`config.mk`:
```
export PLATFORM = sky130hd
export DESIGN_NAME = mem_access_ctrl
export DESIGN_NICKNAME = d
export VERILOG_FILES = /design/src/rtl/mem_access_ctrl.sv
export SDC_FILE = /design/constraint.sdc
export NUM_CORES = 1
export LEC_CHECK = 0
export ABC_CLOCK_PERIOD_IN_PS = 2040
export CORE_MARGIN = 1.5
export CORE_UTILIZATION = 30
export CTS_CLUSTER_DIAMETER = 150
export DETAILED_ROUTE_END_ITERATION = 7
export GPL_ROUTABILITY_DRIVEN = 0
export PLACE_DENSITY = 0.59
export SYNTH_ARGS = -nofsm -noshare
export SYNTH_HDL_FRONTEND = slang
export SYNTH_SLANG_ARGS = --single-unit
```
`constraint.sdc`:
```
create_clock -name clk -period 2.04 [get_ports clk]
set_input_delay 0.51 -clock clk [delete_from_list [all_inputs] [get_ports clk]]
set_output_delay 0.51 -clock clk [all_outputs]
set_load 0.01 [all_outputs]
```
`src/rtl/mem_access_ctrl.sv`:
```
// rtl/mem_access_ctrl.sv - load/store sequencer between MEM stage and data-memory bus
module mem_access_ctrl #(
  parameter int TIMEOUT = 255,
  parameter int TO_W    = 8
) (
  input  logic        clk,
  input  logic        rst_b,
  input  logic        req_valid,
  output logic        req_ready,
  input  logic        req_we,
  input  logic [31:0] req_addr,
  input  logic [1:0]  req_size,
  input  logic [31:0] req_wdata,
  output logic        bus_req,
  output logic        bus_we,
  output logic [31:0] bus_addr,
  output logic [3:0]  bus_be,
  output logic [31:0] bus_wdata,
  input  logic        bus_ack,
  input  logic [31:0] bus_rdata,
  output logic [31:0] ld_data_align,
  output logic [1:0]  ld_addr_lsb,
  output logic [1:0]  ld_size,
  output logic        ld_en,
  output logic        rsp_valid,
  output logic        rsp_except,
  output logic        rsp_buserr
);

  localparam logic [1:0] SZ_BYTE = 2'b00;
  localparam logic [1:0] SZ_HALF = 2'b01;
  localparam logic [1:0] SZ_WORD = 2'b11;

  // Counter value on the last cycle a missing ack is tolerated.
  localparam logic [TO_W-1:0] TO_LAST = (TIMEOUT == 0) ? '0 : TO_W'(TIMEOUT - 1);
  localparam logic            TO_EN   = (TIMEOUT != 0);

  typedef enum logic [1:0] {
    S_IDLE = 2'b00,
    S_WAIT = 2'b01,
    S_RESP = 2'b10
  } state_e;

  state_e            state_q, state_d;
  logic [TO_W-1:0]   cnt_q, cnt_d;
  logic              we_q, we_d;
  logic              bus_req_q, bus_req_d;
  logic              bus_we_q, bus_we_d;
  logic [31:0]       bus_addr_q, bus_addr_d;
  logic [3:0]        bus_be_q, bus_be_d;
  logic [31:0]       bus_wdata_q, bus_wdata_d;
  logic [31:0]       ld_data_q, ld_data_d;
  logic [1:0]        ld_lsb_q, ld_lsb_d;
  logic [1:0]        ld_size_q, ld_size_d;
  logic              ld_en_q, ld_en_d;
  logic              rsp_valid_q, rsp_valid_d;
  logic              rsp_except_q, rsp_except_d;
  logic              rsp_buserr_q, rsp_buserr_d;

  logic              misaligned;
  logic [3:0]        req_be;
  logic [31:0]       req_wdata_rep;

  // Alignment check and lane steering of the incoming request.
  always_comb begin
    misaligned    = 1'b0;
    req_be        = 4'b0000;
    req_wdata_rep = 32'h0;
    case (req_size)
      SZ_BYTE: begin
        req_be        = 4'b0001 << req_addr[1:0];
        req_wdata_rep = {4{req_wdata[7:0]}};
      end
      SZ_HALF: begin
        misaligned    = req_addr[0];
        req_be        = req_addr[1] ? 4'b1100 : 4'b0011;
        req_wdata_rep = {2{req_wdata[15:0]}};
      end
      SZ_WORD: begin
        misaligned    = (req_addr[1:0] != 2'b00);
        req_be        = 4'b1111;
        req_wdata_rep = req_wdata;
      end
      default: begin
        misaligned    = 1'b1;
      end
    endcase
  end

  // Next-state and registered-output decode; response flags are set on entry to RESP.
  always_comb begin
    state_d      = state_q;
    cnt_d        = cnt_q;
    we_d         = we_q;
    bus_req_d    = bus_req_q;
    bus_we_d     = bus_we_q;
    bus_addr_d   = bus_addr_q;
    bus_be_d     = bus_be_q;
    bus_wdata_d  = bus_wdata_q;
    ld_data_d    = ld_data_q;
    ld_lsb_d     = ld_lsb_q;
    ld_size_d    = ld_size_q;
    ld_en_d      = 1'b0;
    rsp_valid_d  = 1'b0;
    rsp_except_d = 1'b0;
    rsp_buserr_d = 1'b0;

    case (state_q)
      S_IDLE: begin
        if (req_valid) begin
          we_d      = req_we;
          ld_lsb_d  = req_addr[1:0];
          ld_size_d = req_size;
          cnt_d     = '0;
          if (misaligned) begin
            state_d      = S_RESP;
            rsp_valid_d  = 1'b1;
            rsp_except_d = 1'b1;
          end else begin
            state_d     = S_WAIT;
            bus_req_d   = 1'b1;
            bus_we_d    = req_we;
            bus_addr_d  = {req_addr[31:2], 2'b00};
            bus_be_d    = req_be;
            bus_wdata_d = req_we ? req_wdata_rep : 32'h0;
          end
        end
      end
      S_WAIT: begin
        if (bus_ack) begin
          // An ack on the expiry cycle takes priority over the timeout.
          state_d     = S_RESP;
          bus_req_d   = 1'b0;
          rsp_valid_d = 1'b1;
          ld_en_d     = ~we_q;
          if (!we_q) begin
            ld_data_d = bus_rdata;
          end
        end else if (TO_EN && (cnt_q == TO_LAST)) begin
          state_d      = S_RESP;
          bus_req_d    = 1'b0;
          rsp_valid_d  = 1'b1;
          rsp_buserr_d = 1'b1;
        end else if (TO_EN) begin
          cnt_d = cnt_q + 1'b1;
        end
      end
      S_RESP: begin
        state_d = S_IDLE;
        cnt_d   = '0;
      end
      default: begin
        state_d = S_IDLE;
        cnt_d   = '0;
      end
    endcase
  end

  // State and output registers; reset abandons any in-flight bus transaction.
  always_ff @(posedge clk or negedge rst_b) begin
    if (!rst_b) begin
      state_q      <= S_IDLE;
      cnt_q        <= '0;
      we_q         <= 1'b0;
      bus_req_q    <= 1'b0;
      bus_we_q     <= 1'b0;
      bus_addr_q   <= 32'h0;
      bus_be_q     <= 4'b0000;
      bus_wdata_q  <= 32'h0;
      ld_data_q    <= 32'h0;
      ld_lsb_q     <= 2'b00;
      ld_size_q    <= 2'b00;
      ld_en_q      <= 1'b0;
      rsp_valid_q  <= 1'b0;
      rsp_except_q <= 1'b0;
      rsp_buserr_q <= 1'b0;
    end else begin
      state_q      <= state_d;
      cnt_q        <= cnt_d;
      we_q         <= we_d;
      bus_req_q    <= bus_req_d;
      bus_we_q     <= bus_we_d;
      bus_addr_q   <= bus_addr_d;
      bus_be_q     <= bus_be_d;
      bus_wdata_q  <= bus_wdata_d;
      ld_data_q    <= ld_data_d;
      ld_lsb_q     <= ld_lsb_d;
      ld_size_q    <= ld_size_d;
      ld_en_q      <= ld_en_d;
      rsp_valid_q  <= rsp_valid_d;
      rsp_except_q <= rsp_except_d;
      rsp_buserr_q <= rsp_buserr_d;
    end
  end

  assign req_ready     = (state_q == S_IDLE);
  assign bus_req       = bus_req_q;
  assign bus_we        = bus_we_q;
  assign bus_addr      = bus_addr_q;
  assign bus_be        = bus_be_q;
  assign bus_wdata     = bus_wdata_q;
  assign ld_data_align = ld_data_q;
  assign ld_addr_lsb   = ld_lsb_q;
  assign ld_size       = ld_size_q;
  assign ld_en         = ld_en_q;
  assign rsp_valid     = rsp_valid_q;
  assign rsp_except    = rsp_except_q;
  assign rsp_buserr    = rsp_buserr_q;

endmodule

```
==> results of run 1 <==
cell usage after synthesis (2+ instances only):
library cell / n
o2bb2ai_1: 16
a21oi_1: 14
nand3_1: 5
a31oi_1: 3
nor3b_4: 2
o211ai_1: 2
a211o_2: 2
mux2_4: 14
buf_6: 9
o21a_1: 2
dfrtp_1: 119
o21ai_0: 14
nor2b_1: 9
nor2_1: 4
ha_1: 2
nand2_1: 31
o22ai_1: 3
nor3_1: 3
mux2_2: 48
clkbuf_1: 4
inv_1: 6
a22oi_1: 8
nand2b_1: 2
mux2i_1: 9
a22o_1: 16
and3_1: 5
buf_4: 3
a41oi_1: 2
o311ai_0: 2
buf_2: 10
cells in the final DEF, fill, tap and decap left out, drive strengths merged, types with 2 or more instances in the layout:
master,count
a211o,2
a21oi,15
a22o,16
a22oi,8
a31oi,3
a41oi,2
and3,5
buf,28
bufinv,2
clkbuf,23
clkdlybuf4s50,209
clkinv,6
conb,2
dfrtp,119
ha,2
inv,6
mux2,62
mux2i,9
nand2,32
nand2b,2
nand3,5
nor2,4
nor2b,9
nor3,3
nor3b,2
o211ai,2
o21a,2
o21ai,15
o22ai,3
o2bb2ai,16
o311ai,2
final timing paths:
kind	from	end	slack, ns	depth (start not counted)
hold reg to reg	ld_addr_lsb[0]	ld_addr_lsb[0]	0.47	2
hold / removal	ld_addr_lsb[0]	ld_addr_lsb[0]	0.47	2
max in group asynchronous	rst_b	bus_wdata[7]	0.94	3
setup reg to reg	state_q[1]	cnt_q[6]	0.30	5
setup / recovery	bus_be[1]	bus_be[1]	0.15	1
min in group asynchronous	rst_b	bus_addr[12]	0.53	2
registers in the layout, summed over array words and instances (netlist names):
| register | count |
|---|---|
| ld_size | 2 |
| bus_we | 1 |
| cnt_q | 8 |
| rsp_except | 1 |
| rsp_buserr | 1 |
| we_q | 1 |
| bus_be | 4 |
| ld_data_align | 32 |
| ld_en | 1 |
| bus_wdata | 32 |
| rsp_valid | 1 |
| bus_addr | 30 |
| ld_addr_lsb | 2 |
| state_q | 2 |
| bus_req | 1 |
metal layers:
metal	global-route usage	vias to the layer above	wire, um
met1	0.206	1941	5950
met3	0.0487	14	981
met5	0	-	0
met4	0.0550	0	195
met2	0.277	148	7270
li1	-	1859	-
kinds of logic (layout without fill, tap and decap cells):
family	Yosys count	count (layout)	synth area share
flops	119	119	0.584
other cells	1	2	0.000736
fa+ha+maj	2	2	0.00491
simple gates	68	68	0.0707
mux	71	71	0.165
buf+inv	33	277	0.0422
xor+xnor	1	1	0.00172
compound gates	90	90	0.130
metrics by stage:
step	cell area [um2]	utilization
after floorplan	5100	-
after global placement	7570	0.456
after detailed placement	7570	0.456
after CTS	8170	0.492
after global routing	8170	0.492
final	8170	0.492
power breakdown:
group	switching (uW)	leakage, uW	internal, uW
Sequential	453	0.00148	3160
Combinational	1280	0.00174	2220
Clock	1010	0.000292	1910
layout make-up:
| type | count | area, um2 |
|---|---|---|
| fillers | 1497 | 8420 |
| flip-flops and latches | 119 | 2980 |
| repair buffers | 239 | 2400 |
| multi-input cells | 234 | 1910 |
| clock buffers | 23 | 488 |
| well taps | 220 | 275 |
| clock inverters | 9 | 97.6 |
| inverters | 6 | 22.5 |
what timing repair did:
| item | 4_1_cts | 5_1_grt |
|---|---|---|
| hold endpoints to repair | 14 | 0 |
| hold buffers | 1 | 0 |
| setup endpoints to repair | 1 | 0 |
| resized for setup | 2 | 0 |
==> results.cfg, run 1 <==
[status]
status = finished, final reports clean

[min_path]
min-delay-path-class = flip-flop to flip-flop

[timing]
fin_tns_setup_ns = 0
finalHoldWorstSlack_ns = 0.475
final-setup-viol-count = 0
worst_slew_pin_slew_ns = 0.562
period_minus_slack_ns = 1.89
hold_viol = 0
fmax_mhz = 530
clock_skew_ns = 0.00659
layout_setup_ws_ns = 0.151
rsz0062_at_grt = no
maxSlewHeadroom = 0.624
period_share = 0.926
final_max_slew_viol_count = 0

[floorplanning]
die_width_um = 133
row_count = 47
core_area_um2 = 16600
pin_count = 214
die_h_um = 133
start_util = 0.307
dieArea_um2 = 17800

[setup_path]
path_cells = clkdlybuf4s50_1
cp_max_fo = 3
worstSetupEndpointType = output pin
cp.arrival_ns = 1.38
crit_buf_inv = 1
cp_data_required_time_ns = 1.53
startpoint_type = flip-flop
cpLargestDelayFamily = buffers and inverters
max_stage_delay_ns = 0.58
critical-path-slowest-cell = clkdlybuf4s50_1
crit_type = flip-flop to output pin

[layout]
final_layout_size_suffix_gt1_frac = 0.206
areaGrowthSynthToFinish_pct = 60.2
nNetsFinal = 722
stdcell_count = 850
n_antenna_cell = 0

[global_route]
grt_antenna_before_repair = 0
grt_max_degree = 42
grt_pass1_vias = 4118
grt_first_pass_wirelength_um = 22700
globalRouteTotalUtil = 0.166
grt.overflow.total = 0

[clock_network]
tritoncts = done
numCtsBuffers = 17
cts_setup_buffers = 0
cts_buffer_depth = 2
clk_latency_ns = 0.41
clk_pin_slew_ns = 0.05
cts_htree_levels = 4
clock-sinks = 119
cts_root_buffer = clkbuf_16

[power]
power.density_nw_per_um2 = 1230
p_leak_uw = 0.00351
ir_drop_uv = 614
power.total_uw = 10000

[yosys]
syn_inst = 385
syn_area_um2 = 5100
ys.flop_type = dfrtp_1
synth_area_per_cell_um2 = 13.2
ys_ff_latch = 119
ys_seq_area_frac = 0.584
synth_area_leaders = dfrtp_1 58%, mux2_2 11%, mux2_4 4.1%
synth-async-reset-ratio = 1.00
synth_edf_count = 0
ys_types = 46
yosysWarnings = 0
synth_area_leader_cell = dfrtp_1
synth.top_cell.area_share = 0.584

[route]
vias = 3962
drtPass1Iterations = 6
drc = 0
routed_wl_um = 14400
ant_nets = 0
drt_iter0_drc = 152
via_per_inst = 4.66
wl_per_cell_um = 16.9

[place]
placedCellCount = 817
hpwl_um = 10700
post-place-ws_ns = -0.0941
port_buffers = 211

[flow_run]
cap_violations = 0
Power figures use the tool's default switching activity.
==> run 2, diff against run 1 <==
--- a/config.mk
+++ b/config.mk
@@ -7,11 +7,11 @@
 export LEC_CHECK = 0
 export ABC_CLOCK_PERIOD_IN_PS = 2040
 export CORE_MARGIN = 1.5
-export CORE_UTILIZATION = 30
+export CORE_UTILIZATION = 41
 export CTS_CLUSTER_DIAMETER = 150
 export DETAILED_ROUTE_END_ITERATION = 7
 export GPL_ROUTABILITY_DRIVEN = 0
-export PLACE_DENSITY = 0.59
+export PLACE_DENSITY = 0.76
 export SYNTH_ARGS = -nofsm -noshare
 export SYNTH_HDL_FRONTEND = slang
 export SYNTH_SLANG_ARGS = --single-unit
==> run 2 against run 1 <==
  * Clock skew grew 0.0029 ns
  * Cell count shrank 6.4%
  * Total power shrank 1.6%
  * Wire length shrank 0.72%
==> results.cfg, run 2 (synthesized netlist as in run 1, its figures left out) <==
[status]
status = finished, final reports clean

[timing]
layout_setup_ws_ns = 0.155
maxSlewHeadroom = 0.598
final_max_slew_viol_count = 0
worst_slew_pin_slew_ns = 0.600
finalHoldWorstSlack_ns = 0.0902
rsz0062_at_grt = no
period_minus_slack_ns = 1.88
final-setup-viol-count = 0
clock_skew_ns = 0.00952
hold_viol = 0
fmax_mhz = 531
period_share = 0.924

[floorplanning]
pin_count = 214
row_count = 40
core_area_um2 = 12100
start_util = 0.423
die_h_um = 114
dieArea_um2 = 13100
die_width_um = 114

[setup_path]
cp_max_fo = 3
startpoint_type = flip-flop
cp_data_required_time_ns = 1.53
critical-path-slowest-cell = clkdlybuf4s50_1
worstSetupEndpointType = output pin
crit_type = flip-flop to output pin
path_cells = clkdlybuf4s50_1
crit_buf_inv = 1
cp.arrival_ns = 1.37
max_stage_delay_ns = 0.59
cpLargestDelayFamily = buffers and inverters

[clock_network]
cts_root_buffer = clkbuf_16
cts_buffer_depth = 2
cts_setup_buffers = 0
clk_pin_slew_ns = 0.05
cts_htree_levels = 4
clock-sinks = 119
clk_latency_ns = 0.42
numCtsBuffers = 17
tritoncts = done
cts_resized = 3
holdBufCountCts = 0

[layout]
final_layout_size_suffix_gt1_frac = 0.201
stdcell_count = 796
areaGrowthSynthToFinish_pct = 58.0
layout_commonest_cell = clkdlybuf4s50_1
final_cell_mix = 209 x clkdlybuf4s50_1, 117 x dfrtp_1, 48 x mux2_2, 31 x nand2_1, 21 x buf_4
nNetsFinal = 720

[power]
p_leak_uw = 0.00348
switching_share = 0.276
power.density_nw_per_um2 = 1220
power_frac_seq = 0.366
ir_drop_uv = 606
p_int_uw = 7140
power.total_uw = 9860
p_comb_frac = 0.356
switchingPower_uw = 2720
clkPwrFrac = 0.278

[global_route]
grt_antenna_before_repair = 1
grt_max_degree = 72
globalRouteTotalUtil = 0.222
grt.overflow.total = 0
grt_first_pass_wirelength_um = 21800
grt_pass1_vias = 4186

[route]
wl_per_cell_um = 18.0
vias = 4009
drc = 0
routed_wl_um = 14300
via_per_inst = 5.04
drt_iter0_drc = 289
ant_nets = 0
drtPass1Iterations = 5

[min_path]
min-delay-path-class = primary input to async pin

[place]
placedCellCount = 764
port_buffers = 211
hpwl_um = 10300
post-place-ws_ns = -0.112

[flow_run]
cap_violations = 0
==> run 2: path summary, 6_finish.rpt <==
kind | startpoint | endpoint | slack (ns) | depth (start not counted)
hold / removal | rst_b | bus_addr[26] | 0.09 | 2
hold reg to reg | bus_we | bus_we | 0.48 | 1
max in group asynchronous | rst_b | state_q[0] | 1.59 | 2
setup / recovery | bus_be[3] | bus_be[3] | 0.16 | 1
setup reg to reg | state_q[1] | cnt_q[5] | 0.27 | 5
min in group clk | bus_we | bus_we | 0.48 | 1
==> run 2: metrics by stage <==
step / util / TNS (ns) / instance area [um2]
3_3_place_gp: 0.622 / -1.02 / 7500
5_1_grt: 0.668 / 0 / 8050
4_1_cts: 0.667 / 0 / 8050
6_report: 0.668 / 0 / 8050
3_5_place_dp: 0.622 / -3.48 / 7500
2_1_floorplan: - / 0 / 5100
==> run 2: power by group through the flow <==
stage	sequential [uW]	clock, uW	combinational (uW)
floorplan	3950	0	1050
global placement	3590	0	3470
detailed placement	3640	0	3540
CTS	3610	2800	3560
global route	3700	2900	3730
finish	3610	2740	3510
==> run 2: area by class of cell <==
cell class | count | area [um2]
inverter | 6 | 22.5
sequential | 119 | 2980
timing repair buffer | 237 | 2380
clock buffer | 29 | 541
tap | 168 | 210
clock inverter | 2 | 10.0
multi-input combinational | 234 | 1910
antenna | 1 | 2.50
fill | 904 | 4010
==> run 2: layer usage <==
metal  wire length (um)  global-route usage
met1               5560               0.249
met4                285               0.102
met5                  0                   0
met2               7490               0.380
met3                957              0.0762
